$ cat src/rtl/profiler_pkg.sv
// ---------------------------------------------------------------------------
// profiler_pkg
// Shared types and helpers for the ap_ctrl handshake transaction profiler.
//
// Contents:
//   PROF_CNT_W / PROF_ID_W : default counter and transaction id widths
//   DROP_W                 : width of the saturating dropped-record counter
//   prof_rec_t             : record layout {txn_id, latency, interval, stall}
//                            at the default widths, as seen by the
//                            module-status dump path
//   outst_ent_t            : outstanding-transaction layout
//                            {t_s, id, interval, stall} at the default widths
//   sat_inc_drop()         : saturating increment for the drop counter
//
// The profiler top declares same-shaped types sized by its own CNT_W/ID_W
// parameters, so non-default widths stay consistent inside the block.
// ---------------------------------------------------------------------------
package profiler_pkg;

  localparam int PROF_CNT_W = 32;
  localparam int PROF_ID_W  = 16;
  localparam int DROP_W     = 16;

  typedef struct packed {
    logic [PROF_ID_W-1:0]  txn_id;
    logic [PROF_CNT_W-1:0] latency;
    logic [PROF_CNT_W-1:0] interval;
    logic [PROF_CNT_W-1:0] stall;
  } prof_rec_t;

  typedef struct packed {
    logic [PROF_CNT_W-1:0] t_s;
    logic [PROF_ID_W-1:0]  id;
    logic [PROF_CNT_W-1:0] interval;
    logic [PROF_CNT_W-1:0] stall;
  } outst_ent_t;

  // Counts up and sticks at all-ones instead of wrapping back to zero.
  function automatic logic [DROP_W-1:0] sat_inc_drop(input logic [DROP_W-1:0] v);
    return (v == {DROP_W{1'b1}}) ? v : v + 1'b1;
  endfunction

endpackage

$ cat src/rtl/prof_sync_fifo.sv
// ---------------------------------------------------------------------------
// prof_sync_fifo
// Single-clock first-word-fall-through FIFO with a parameterised element type.
// The head element is visible on rdata whenever empty=0. A push into a full
// FIFO is accepted only when a pop happens in the same cycle; pops on an
// empty FIFO are ignored.
//
// Parameters:
//   T      element type
//   DEPTH  number of entries, power of 2, at least 2
//
// Ports:
//   ap_clk    in   clock
//   ap_rst_n  in   asynchronous active-low reset (pointers and count only)
//   push      in   write wdata
//   pop       in   discard the head element
//   wdata     in   element to write
//   rdata     out  head element (undefined while empty)
//   full      out  DEPTH elements stored
//   empty     out  no element stored
// ---------------------------------------------------------------------------
module prof_sync_fifo #(
  parameter type T     = logic [7:0],
  parameter int  DEPTH = 4
) (
  input  logic ap_clk,
  input  logic ap_rst_n,
  input  logic push,
  input  logic pop,
  input  T     wdata,
  output T     rdata,
  output logic full,
  output logic empty
);

  localparam int          AW      = (DEPTH > 1) ? $clog2(DEPTH) : 1;
  localparam int unsigned DEPTH_U = DEPTH;

  T               mem [DEPTH];
  logic [AW-1:0]  wptr;
  logic [AW-1:0]  rptr;
  logic [AW:0]    count;
  logic           do_push;
  logic           do_pop;

  assign do_pop  = pop & ~empty;
  assign do_push = push & (~full | do_pop);
  assign full    = (count == DEPTH_U[AW:0]);
  assign empty   = (count == '0);
  assign rdata   = mem[rptr];

  // Storage needs no reset; only occupied slots are ever presented.
  always_ff @(posedge ap_clk) begin
    if (do_push) begin
      mem[wptr] <= wdata;
    end
  end

  // Pointers wrap naturally because DEPTH is a power of 2.
  always_ff @(posedge ap_clk or negedge ap_rst_n) begin
    if (!ap_rst_n) begin
      wptr  <= '0;
      rptr  <= '0;
      count <= '0;
    end else begin
      if (do_push) begin
        wptr <= wptr + 1'b1;
      end
      if (do_pop) begin
        rptr <= rptr + 1'b1;
      end
      case ({do_push, do_pop})
        2'b10:   count <= count + 1'b1;
        2'b01:   count <= count - 1'b1;
        default: count <= count;
      endcase
    end
  end

endmodule

$ cat src/rtl/ap_ctrl_txn_profiler.sv
// ---------------------------------------------------------------------------
// ap_ctrl_txn_profiler
// Non-intrusive observer of an HLS ap_ctrl_hs / ap_ctrl_chain handshake.
// Timestamps each transaction with a free-running cycle counter and emits one
// record per completed transaction (id, start-to-done latency, start-to-start
// interval) on a valid/ready stream backed by a FWFT record FIFO.
//
// Optional feature macro: PROFILER_STALL_CNT_EN
//   defined   : count mon_ap_done=1 & mon_ap_continue=0 cycles against the
//               head outstanding transaction, reported on rec_stall
//               (saturating)
//   undefined : no stall logic, rec_stall is constant 0
//
// Ports:
//   ap_clk, ap_rst_n     clock, asynchronous active-low reset
//   enable               0 = ignore handshake events (counter keeps running)
//   mon_ap_start/ready/done/continue   observed handshake signals
//   rec_valid/rec_ready  record stream handshake
//   rec_txn_id           transaction id (wraps modulo 2^ID_W)
//   rec_latency          t_done - t_start
//   rec_interval         t_start(n) - t_start(n-1), 0 for the first one
//   rec_stall            done-backpressure cycles (optional feature)
//   drop_count           records lost to a full record FIFO, saturating
//   err_outst_ovf        sticky: accept while outstanding FIFO full
//   err_orphan_done      sticky: done with nothing outstanding
//   busy                 outstanding FIFO not empty
// ---------------------------------------------------------------------------
module ap_ctrl_txn_profiler
  import profiler_pkg::*;
#(
  parameter int CNT_W       = PROF_CNT_W,
  parameter int ID_W        = PROF_ID_W,
  parameter int OUTST_DEPTH = 4,
  parameter int REC_DEPTH   = 8
) (
  input  logic              ap_clk,
  input  logic              ap_rst_n,
  input  logic              enable,
  input  logic              mon_ap_start,
  input  logic              mon_ap_ready,
  input  logic              mon_ap_done,
  input  logic              mon_ap_continue,
  output logic              rec_valid,
  input  logic              rec_ready,
  output logic [ID_W-1:0]   rec_txn_id,
  output logic [CNT_W-1:0]  rec_latency,
  output logic [CNT_W-1:0]  rec_interval,
  output logic [CNT_W-1:0]  rec_stall,
  output logic [DROP_W-1:0] drop_count,
  output logic              err_outst_ovf,
  output logic              err_orphan_done,
  output logic              busy
);

  // Same shapes as outst_ent_t / prof_rec_t, sized by this instance. The
  // stall count only ever accumulates for the head entry, so it lives in one
  // register rather than in every outstanding slot.
  typedef struct packed {
    logic [CNT_W-1:0] t_s;
    logic [ID_W-1:0]  id;
    logic [CNT_W-1:0] interval;
  } ent_t;

  typedef struct packed {
    logic [ID_W-1:0]  txn_id;
    logic [CNT_W-1:0] latency;
    logic [CNT_W-1:0] interval;
`ifdef PROFILER_STALL_CNT_EN
    logic [CNT_W-1:0] stall;
`endif
  } rec_t;

  logic [1:0]       rst_sync_q;
  logic             rst_n_int;

  logic [CNT_W-1:0] cnt;
  logic [CNT_W-1:0] t_cap;
  logic [CNT_W-1:0] t_prev;
  logic [CNT_W-1:0] t_s_now;
  logic [CNT_W-1:0] interval_now;
  logic [ID_W-1:0]  id;
  logic             armed;
  logic             first;

  logic             accept;
  logic             done;
  logic             capture_now;
  logic             bypass;
  logic             orphan;
  logic             outst_ovf;

  logic             o_push;
  logic             o_pop;
  logic             o_full;
  logic             o_empty;
  ent_t             o_wdata;
  ent_t             o_head;

  logic             r_push;
  logic             r_pop;
  logic             r_full;
  logic             r_empty;
  logic             r_drop;
  rec_t             r_wdata;
  rec_t             r_head;

  // Reset asserts immediately but releases two clocks after ap_rst_n rises,
  // so every register leaves reset on the same edge.
  always_ff @(posedge ap_clk or negedge ap_rst_n) begin
    if (!ap_rst_n) begin
      rst_sync_q <= 2'b00;
    end else begin
      rst_sync_q <= {rst_sync_q[0], 1'b1};
    end
  end

  assign rst_n_int = rst_sync_q[1];

  // Handshake events; everything except the counter is frozen while
  // enable is low.
  assign accept      = enable & mon_ap_start & mon_ap_ready;
  assign done        = enable & mon_ap_done & mon_ap_continue;
  assign capture_now = enable & armed & mon_ap_start;

  // A start that is accepted in its first cycle uses the live counter.
  assign t_s_now      = capture_now ? cnt : t_cap;
  assign interval_now = first ? '0 : (t_s_now - t_prev);

  // With nothing outstanding, a done coinciding with an accept completes that
  // accepting transaction directly (latency 0) without touching the FIFO.
  assign bypass    = done & o_empty & accept;
  assign orphan    = done & o_empty & ~accept;
  assign o_pop     = done & ~o_empty;
  assign o_push    = accept & ~bypass & (~o_full | o_pop);
  assign outst_ovf = accept & ~bypass & o_full & ~o_pop;

  assign o_wdata = '{t_s: t_s_now, id: id, interval: interval_now};

  always_ff @(posedge ap_clk or negedge rst_n_int) begin
    if (!rst_n_int) begin
      cnt    <= '0;
      t_cap  <= '0;
      t_prev <= '0;
      id     <= '0;
      armed  <= 1'b1;
      first  <= 1'b1;
    end else begin
      cnt <= cnt + 1'b1;
      if (capture_now) begin
        t_cap <= cnt;
        armed <= 1'b0;
      end
      // An accept re-arms for the next start even if it also captured.
      if (accept) begin
        armed  <= 1'b1;
        id     <= id + 1'b1;
        t_prev <= t_s_now;
        first  <= 1'b0;
      end
    end
  end

`ifdef PROFILER_STALL_CNT_EN
  logic [CNT_W-1:0] head_stall;

  // A stall cycle has done=1 with continue=0, so it can never coincide with
  // the pop that hands the count to the record.
  always_ff @(posedge ap_clk or negedge rst_n_int) begin
    if (!rst_n_int) begin
      head_stall <= '0;
    end else if (o_pop) begin
      head_stall <= '0;
    end else if (enable & ~o_empty & mon_ap_done & ~mon_ap_continue & ~(&head_stall)) begin
      head_stall <= head_stall + 1'b1;
    end
  end
`endif

  assign r_push = o_pop | bypass;
  assign r_pop  = rec_ready & ~r_empty;
  assign r_drop = r_push & r_full & ~r_pop;

  always_comb begin
    r_wdata = '0;
    if (bypass) begin
      r_wdata.txn_id   = id;
      r_wdata.latency  = '0;
      r_wdata.interval = interval_now;
    end else begin
      r_wdata.txn_id   = o_head.id;
      r_wdata.latency  = cnt - o_head.t_s;
      r_wdata.interval = o_head.interval;
`ifdef PROFILER_STALL_CNT_EN
      r_wdata.stall    = head_stall;
`endif
    end
  end

  always_ff @(posedge ap_clk or negedge rst_n_int) begin
    if (!rst_n_int) begin
      err_outst_ovf   <= 1'b0;
      err_orphan_done <= 1'b0;
      drop_count      <= '0;
    end else begin
      if (outst_ovf) begin
        err_outst_ovf <= 1'b1;
      end
      if (orphan) begin
        err_orphan_done <= 1'b1;
      end
      if (r_drop) begin
        drop_count <= sat_inc_drop(drop_count);
      end
    end
  end

  prof_sync_fifo #(
    .T     (ent_t),
    .DEPTH (OUTST_DEPTH)
  ) u_outst_fifo (
    .ap_clk   (ap_clk),
    .ap_rst_n (rst_n_int),
    .push     (o_push),
    .pop      (o_pop),
    .wdata    (o_wdata),
    .rdata    (o_head),
    .full     (o_full),
    .empty    (o_empty)
  );

  prof_sync_fifo #(
    .T     (rec_t),
    .DEPTH (REC_DEPTH)
  ) u_rec_fifo (
    .ap_clk   (ap_clk),
    .ap_rst_n (rst_n_int),
    .push     (r_push),
    .pop      (r_pop),
    .wdata    (r_wdata),
    .rdata    (r_head),
    .full     (r_full),
    .empty    (r_empty)
  );

  // Data is forced to zero while no record is held, so reset and idle both
  // present clean zeros instead of stale FIFO contents.
  assign rec_valid    = ~r_empty;
  assign rec_txn_id   = r_empty ? '0 : r_head.txn_id;
  assign rec_latency  = r_empty ? '0 : r_head.latency;
  assign rec_interval = r_empty ? '0 : r_head.interval;
`ifdef PROFILER_STALL_CNT_EN
  assign rec_stall    = r_empty ? '0 : r_head.stall;
`else
  assign rec_stall    = '0;
`endif
  assign busy         = ~o_empty;

endmodule
$ cat config.mk
export PLATFORM = sky130hd
export DESIGN_NAME = ap_ctrl_txn_profiler
export DESIGN_NICKNAME = d
export VERILOG_FILES = /design/src/rtl/profiler_pkg.sv /design/src/rtl/prof_sync_fifo.sv /design/src/rtl/ap_ctrl_txn_profiler.sv
export SDC_FILE = /design/constraint.sdc
export NUM_CORES = 1
export LEC_CHECK = 0
export BUFFER_PORTS_ARGS = -buffer_cell sky130_fd_sc_hd__buf_2
export CAP_MARGIN = 20
export CORE_UTILIZATION = 45
export CTS_BUF_LIST = sky130_fd_sc_hd__clkbuf_4 sky130_fd_sc_hd__clkbuf_8 sky130_fd_sc_hd__clkbuf_16
export CTS_CLUSTER_SIZE = 25
export DETAILED_ROUTE_END_ITERATION = 16
export PLACE_DENSITY = 0.66
export SYNTH_ARGS = -nofsm -noshare
export SYNTH_HDL_FRONTEND = slang
export SYNTH_SLANG_ARGS = --single-unit
$ cat constraint.sdc
create_clock -name ap_clk -period 14.4 [get_ports ap_clk]
set_clock_uncertainty 0.15 [all_clocks]
set_input_delay 2.88 -clock ap_clk [delete_from_list [all_inputs] [get_ports ap_clk]]
set_output_delay 2.88 -clock ap_clk [all_outputs]
set_load 0.03 [all_outputs]
=== Yosys cells after proc, flatten, opt, wreduce, memory -nomap -nowiden ===
Memory sizes are Yosys's and may differ from the RTL's.
Cells that the tools add are included.

* Bitwise gates (word level): 34
* Reduce and logical (&&, ||, !) cells: 6
* Add/sub/neg operators: 13
* Eq/ne operators: 7
* Order comparisons: 0
* Div/mod/pow operators: 0
* Muxes and demuxes: 14
* Shift operators: 0
* $mul: 0

{| class="wikitable"
|+ Operators with widths
! kind !! number
|-
| 32-bit two-way mux || 4
|-
| 80-bit two-way mux || 1
|-
| 32-bit subtractor || 2
|-
| 16-bit by 1-bit adder with 16-bit output, second input constant || 2
|-
| 32-bit by 1-bit adder with 32-bit output, second input constant || 1
|-
| 1-bit bitwise AND || 21
|-
| 16-bit equality test, second input constant || 1
|-
| 16-bit two-way mux || 1
|-
| 3-bit by 1-bit adder with 3-bit output, second input constant || 3
|-
| 1-bit inverter || 9
|-
| 4-bit case mux with 2 select lines || 1
|-
| 1-bit two-way mux || 6
|-
| 3-bit case mux with 2 select lines || 1
|-
| 2-bit nonzero test || 3
|-
| 2-bit by 1-bit adder with 2-bit output, second input constant || 2
|-
| 4-bit by 1-bit adder with 4-bit output, second input constant || 1
|-
| 2-bit by 1-bit equality test with 1-bit output, second input constant || 2
|-
| 2-bit equality test, second input constant || 2
|-
| 4-bit equality test, second input constant || 1
|-
| 4-bit zero test || 1
|-
| 1-bit OR || 4
|-
| 4-bit by 1-bit subtractor with 4-bit output, second input constant || 1
|-
| 3-bit equality test, second input constant || 1
|-
| 3-bit zero test || 1
|-
| 2 further kinds || 2
|}

* Output and inout bits: 132
* Bits of input ports: 8
* Flip-flop bits (word level): 151
* ROM bits: 0
* Memories kept: 2
* Memory bits (writable): 960
* Latch bits: 0
* Word-level logic and storage cells: 92

{| class="wikitable"
|+ Memories
! name !! words !! bits a word !! read ports !! clocked after Yosys merged registers in !! write ports !! line !! text
|-
| u_rec_fifo.mem || 8 || 80 || 1 || 0 || 1 || prof_sync_fifo.sv:39 || <nowiki>T mem [DEPTH];</nowiki>
|-
| u_outst_fifo.mem || 4 || 80 || 1 || 0 || 1 || prof_sync_fifo.sv:39 ||
|}

=== Logic depth before layout (Yosys ltp) ===
* Depth in word-level cells: 10
* Gate-level depth with buffers: 16
* Depth with buffers taken out: 15

=== Modules after synthesis ===
From an unflattened synthesis, not the netlist that was laid out.

* Cell total of the unflattened synthesis: 2724
* Area, all modules: 46956.3 um2

{| class="wikitable"
|+ Modules (own cells, without submodules)
! module !! times used !! cells an instance !! seq. area each (um2) !! area each (um2)
|-
| prof_sync_fifo (u_rec_fifo) || 1 || 991 || 19468.7 || 24622.4
|-
| prof_sync_fifo (u_outst_fifo) || 1 || 469 || 9784.4 || 12005.3
|-
| ap_ctrl_txn_profiler || 1 || 1264 || 3355.7 || 10328.7
|}

=== Worst setup path after synthesis ===
Ideal clock, no wire load.

* Path type: input -> register
* From: in mon_ap_continue
* To: mem u_rec_fifo.mem[1][0] (netlist bit) (enable)
* Arrival: 11.634 ns
* Required time: 13.506 ns
* Cell stages on the path: 4
* Library setup time: 0.744 ns
* Buffers on the path: 0
* Path slack: 1.873 ns
* Cells stage by stage: nand3_1 > a21oi_1 > nand2b_1 > nor4b_1

* Word-level cells in the longest chain between the ends: 7
* Elaborated cells between the ends (all ways): 8
* Classes of those cells: mux: 2; bitwise: 6

{| class="wikitable"
|+ Ends and longest elaborated chain
! item !! line !! text
|-
| start: declaration || ap_ctrl_txn_profiler.sv:42 || <nowiki>input logic mon_ap_continue,</nowiki>
|-
| 1-bit bitwise AND * || ap_ctrl_txn_profiler.sv:122 || <nowiki>assign done = enable & mon_ap_done & mon_ap_continue;</nowiki>
|-
| 1-bit bitwise AND (2 in a row) || ap_ctrl_txn_profiler.sv:131 || <nowiki>assign bypass = done & o_empty & accept;</nowiki>
|-
| 1-bit OR * || ap_ctrl_txn_profiler.sv:179 || <nowiki>assign r_push = o_pop | bypass;</nowiki>
|-
| 1-bit bitwise AND * || prof_sync_fifo.sv:47 || <nowiki>assign do_push = push & (~full | do_pop);</nowiki>
|-
| 1-bit two-way mux * || prof_sync_fifo.sv:54 || <nowiki>if (do_push) begin</nowiki>
|-
| 1-bit two-way mux (implied by the code) * || prof_sync_fifo.sv:55 || <nowiki>mem[wptr] <= wdata;</nowiki>
|-
| end: declaration || prof_sync_fifo.sv:39 ||
|}

Every way passes the cells marked *; elsewhere a longest branch is shown, timed or not.

=== Final worst setup path ===
* From: reg u_rec_fifo.rptr[0]
* To: out rec_txn_id[14]

* Word-level cells in the longest chain between the ends: 2

{| class="wikitable"
|+ Ends and longest elaborated chain
! item !! line !! text
|-
| start: declaration || prof_sync_fifo.sv:41 || <nowiki>logic [AW-1:0] rptr;</nowiki>
|-
| start signal: assignment || prof_sync_fifo.sv:70 || <nowiki>rptr <= rptr + 1'b1;</nowiki>
|-
| memory 8 x 80 bit || -- ||
|-
| 16-bit two-way mux || ap_ctrl_txn_profiler.sv:248 || <nowiki>assign rec_txn_id = r_empty ? '0 : r_head.txn_id;</nowiki>
|-
| end: declaration || ap_ctrl_txn_profiler.sv:45 || <nowiki>output logic [ID_W-1:0] rec_txn_id,</nowiki>
|}

No other way between the ends.

==> impl_metrics.ini <==
[timing]
period_minus_slack_ps = 7349
setup_viol = 0
slew_headroom_pct = 24.69
period_share_pct = 51.04
fin_setup_tns_ps = 0
slew_viol_final = 0
finalHoldViolCount = 0
rsz0062_at_grt = no
tightestPinTransition_ps = 1130
fmax_mhz = 136.1

[route]
drc = 0
wl_um = 100100
drt_pass1_iterations = 5
drt_iter0_markers = 2125
drtAntennaViolNets = 0
dr_total_vias = 23850
wl_per_cell_um = 23.38
drt-vias-per-instance = 5.569

[synth]
syn_area_per_cell_um2 = 17.29
synthCells = 2668
synthArstFlopShare_pct = 13.59
synth_edf_count = 960
ys_warn_count = 0
seq_area_frac_synth_pct = 70.68
synth_area_um2 = 46140
yosysUniqueCellTypes = 60
ys_ff_latch = 1111
synthFlopType = edfxtp_1

[place]
gp_congestion = 0.8737
port_buffers = 107
place_inst = 4076
dp_hpwl_um = 59020

[pwr]
p_leak_nw = 18.91
powerDensity_nw_per_um2 = 201.3
irDropWorstVdd_uv = 105.3

[run_status]
status = finished, final reports clean

[clock_network]
clockRootBuffer = clkbuf_16
clk_latency_ps = 690
numCtsBuffers = 110
htree_levels = 3
clkTransAtPathRegs_ps = 70
cts_tree = yes
cts_hold_buf = 0
cts_sinks = 1111
cts.path.max_buffers = 3
ctsResizeCount = 0
postCtsSetupBuffers = 0

[cells_and_area]
fill_cells = 8154
areaGrowthSynthToFinish_pct = 12.89
register_area_um2 = 32630
drive_gt1_share_pct = 22.02
insertedDiodeCount = 0
instances_no_fill = 4283
final_nets = 2909
multi_input_area_um2 = 12760
fin_util_pct = 51.19

[floorplan]
start_util_pct = 45.35
core_um2 = 101700
dieArea_um2 = 103800
pin_count = 140
dieHeight_um = 322.2
rows = 117
die_x_um = 322.2

[run]
cap_violations = 0

[critical_path]
crit_path_start_kind = flop
critPathMaxFanout = 48
end_kind = primary output
reg2reg_slack_ps = 8440
crit_arrival_ps = 4320
required_ps = 11370
crit_type = reg2out

[grt]
overflow = 0
grt_pass1_vias = 24810
grt_use_total_pct = 19.60
antenna_found_initial = 1
grt_max_degree = 71
grt_pass1_wl_um = 152100

[worst_hold_path]
hold_path_class = reg2async
==> flip-flops by register name, indices dropped and copies added (netlist names), 3 cells and up <==
signal,count
u_outst_fifo.mem,320
u_outst_fifo.count,3
t_prev,32
cnt,32
id,16
u_rec_fifo.mem,640
u_rec_fifo.wptr,3
u_rec_fifo.count,4
drop_count,16
u_rec_fifo.rptr,3
t_cap,32
==> worst paths after layout <==
path                                                   from                                to  cells past startpoint
setup / recovery             u_rec_fifo.rptr[0]$_DFFE_PN0P_                    rec_txn_id[14]                      6
hold / removal                      rst_sync_q[1]$_DFF_PN0_         drop_count[8]$_DFFE_PN0P_                      0
setup reg to reg           u_outst_fifo.rptr[0]$_DFFE_PN0P_   u_rec_fifo.mem[4][57]$_DFFE_PP_                     13
hold reg to reg                     rst_sync_q[1]$_DFF_PN0_         drop_count[8]$_DFFE_PN0P_                      0
max in group asynchronous           rst_sync_q[1]$_DFF_PN0_  u_outst_fifo.rptr[0]$_DFFE_PN0P_                      2
min in group ap_clk                 rst_sync_q[0]$_DFF_PN0_           rst_sync_q[1]$_DFF_PN0_                      0
==> through the flow <==
stage	hold WS [ps]	setup slack [ps]	total power [mW]	cell area (µm²)
2_1_floorplan	181.2	1873	6.659	46250
3_3_place_gp	147.0	7088	7.542	48250
3_5_place_dp	160.7	6979	7.633	48250
4_1_cts	159.2	6825	10.59	52040
5_1_grt	188.0	6563	10.96	52090
6_report	136.5	7051	10.48	52090
==> logic make-up after synthesis <==
kind of cell    Yosys count  share of synthesized area [%]
flops                  1111                          70.68
simple gates            531                          4.987
mux                     354                          14.28
compound gates          240                          3.309
buf+inv                 223                          2.094
xor+xnor                128                          2.430
fa+ha+maj                79                          2.208
other cells               2                        0.01628
==> worst max-delay path: stages, from the launching register on <==
cell and delay [ps]:
dfrtp_4 770, buf_4 770, buf_4 880, mux4_2 590
mux2i_1 270, nor2_1 70, buf_2 210
==> layout by cell type (no fill, tap or decap), types with 6 or more instances in the layout <==
master     netlist  layout
nand3_1         33      32
clkbuf_4         0      22
o21ai_1          9       9
clkinv_2         0      20
nor3_1          18      15
mux2i_1         81      81
o31ai_1         15      15
bufinv_16        0      16
nor2b_1         12      12
buf_4           32      39
nand2_1        215     215
inv_1           84      84
ha_1            75      75
nand4_1         15      15
conb_1           2      33
a211oi_1         6       6
and3_1          22      21
nand2b_1        11      11
a21oi_1         63      63
mux4_2         240     240
a31oi_1          8       8
buf_2            7     107
xnor2_1         74      74
dfrtp_1        149     143
dfrtp_4          0       6
clkinv_1         0      19
xor2_1          54      54
mux2_2          33      33
a21o_1          38      38
o21bai_1        10      10
clkbuf_16        0     111
nor2_1         178     176
and2_1          10       6
o21ai_0         60      60
edfxtp_1       960     960
==> synth_stat cells, drive strengths merged, types with 68 or more instances <==
master	number	area [µm²]
edfxtp	960	28830
nor2	178	668.1
nand2	215	807.0
mux4	240	5405
o21ai	69	345.3
xnor2	74	648.1
inv	86	322.8
dfrtp	149	3729
buf	68	384.1
ha	75	938.4
mux2i	81	810.8
clkbuf	69	259.0
==> metal layers <==
layer	vias to the layer above	global-route usage [%]	share of wire (%)
met5	-	0	0
met4	0	6.519	2.7
met3	148	2.537	4.8
met2	681	33.52	51
met1	12510	26.00	42
li1	10520	-	-
==> power by group <==
group | internal (mW) | switching [mW] | total [mW]
logic | 1.19 | 2.02 | 3.21
clock network | 1.76 | 1.20 | 2.96
registers | 4.12 | 0.201 | 4.32
==> layout make-up <==
class	count	share of cell area (%)
clock buffers	135	5.703
well taps	1368	3.286
repair buffers	148	1.682
inverters	86	0.6198
flip-flops and latches	1111	62.65
multi-input cells	1365	24.49
clock inverters	70	1.569
Power figures use the tool's default switching activity.
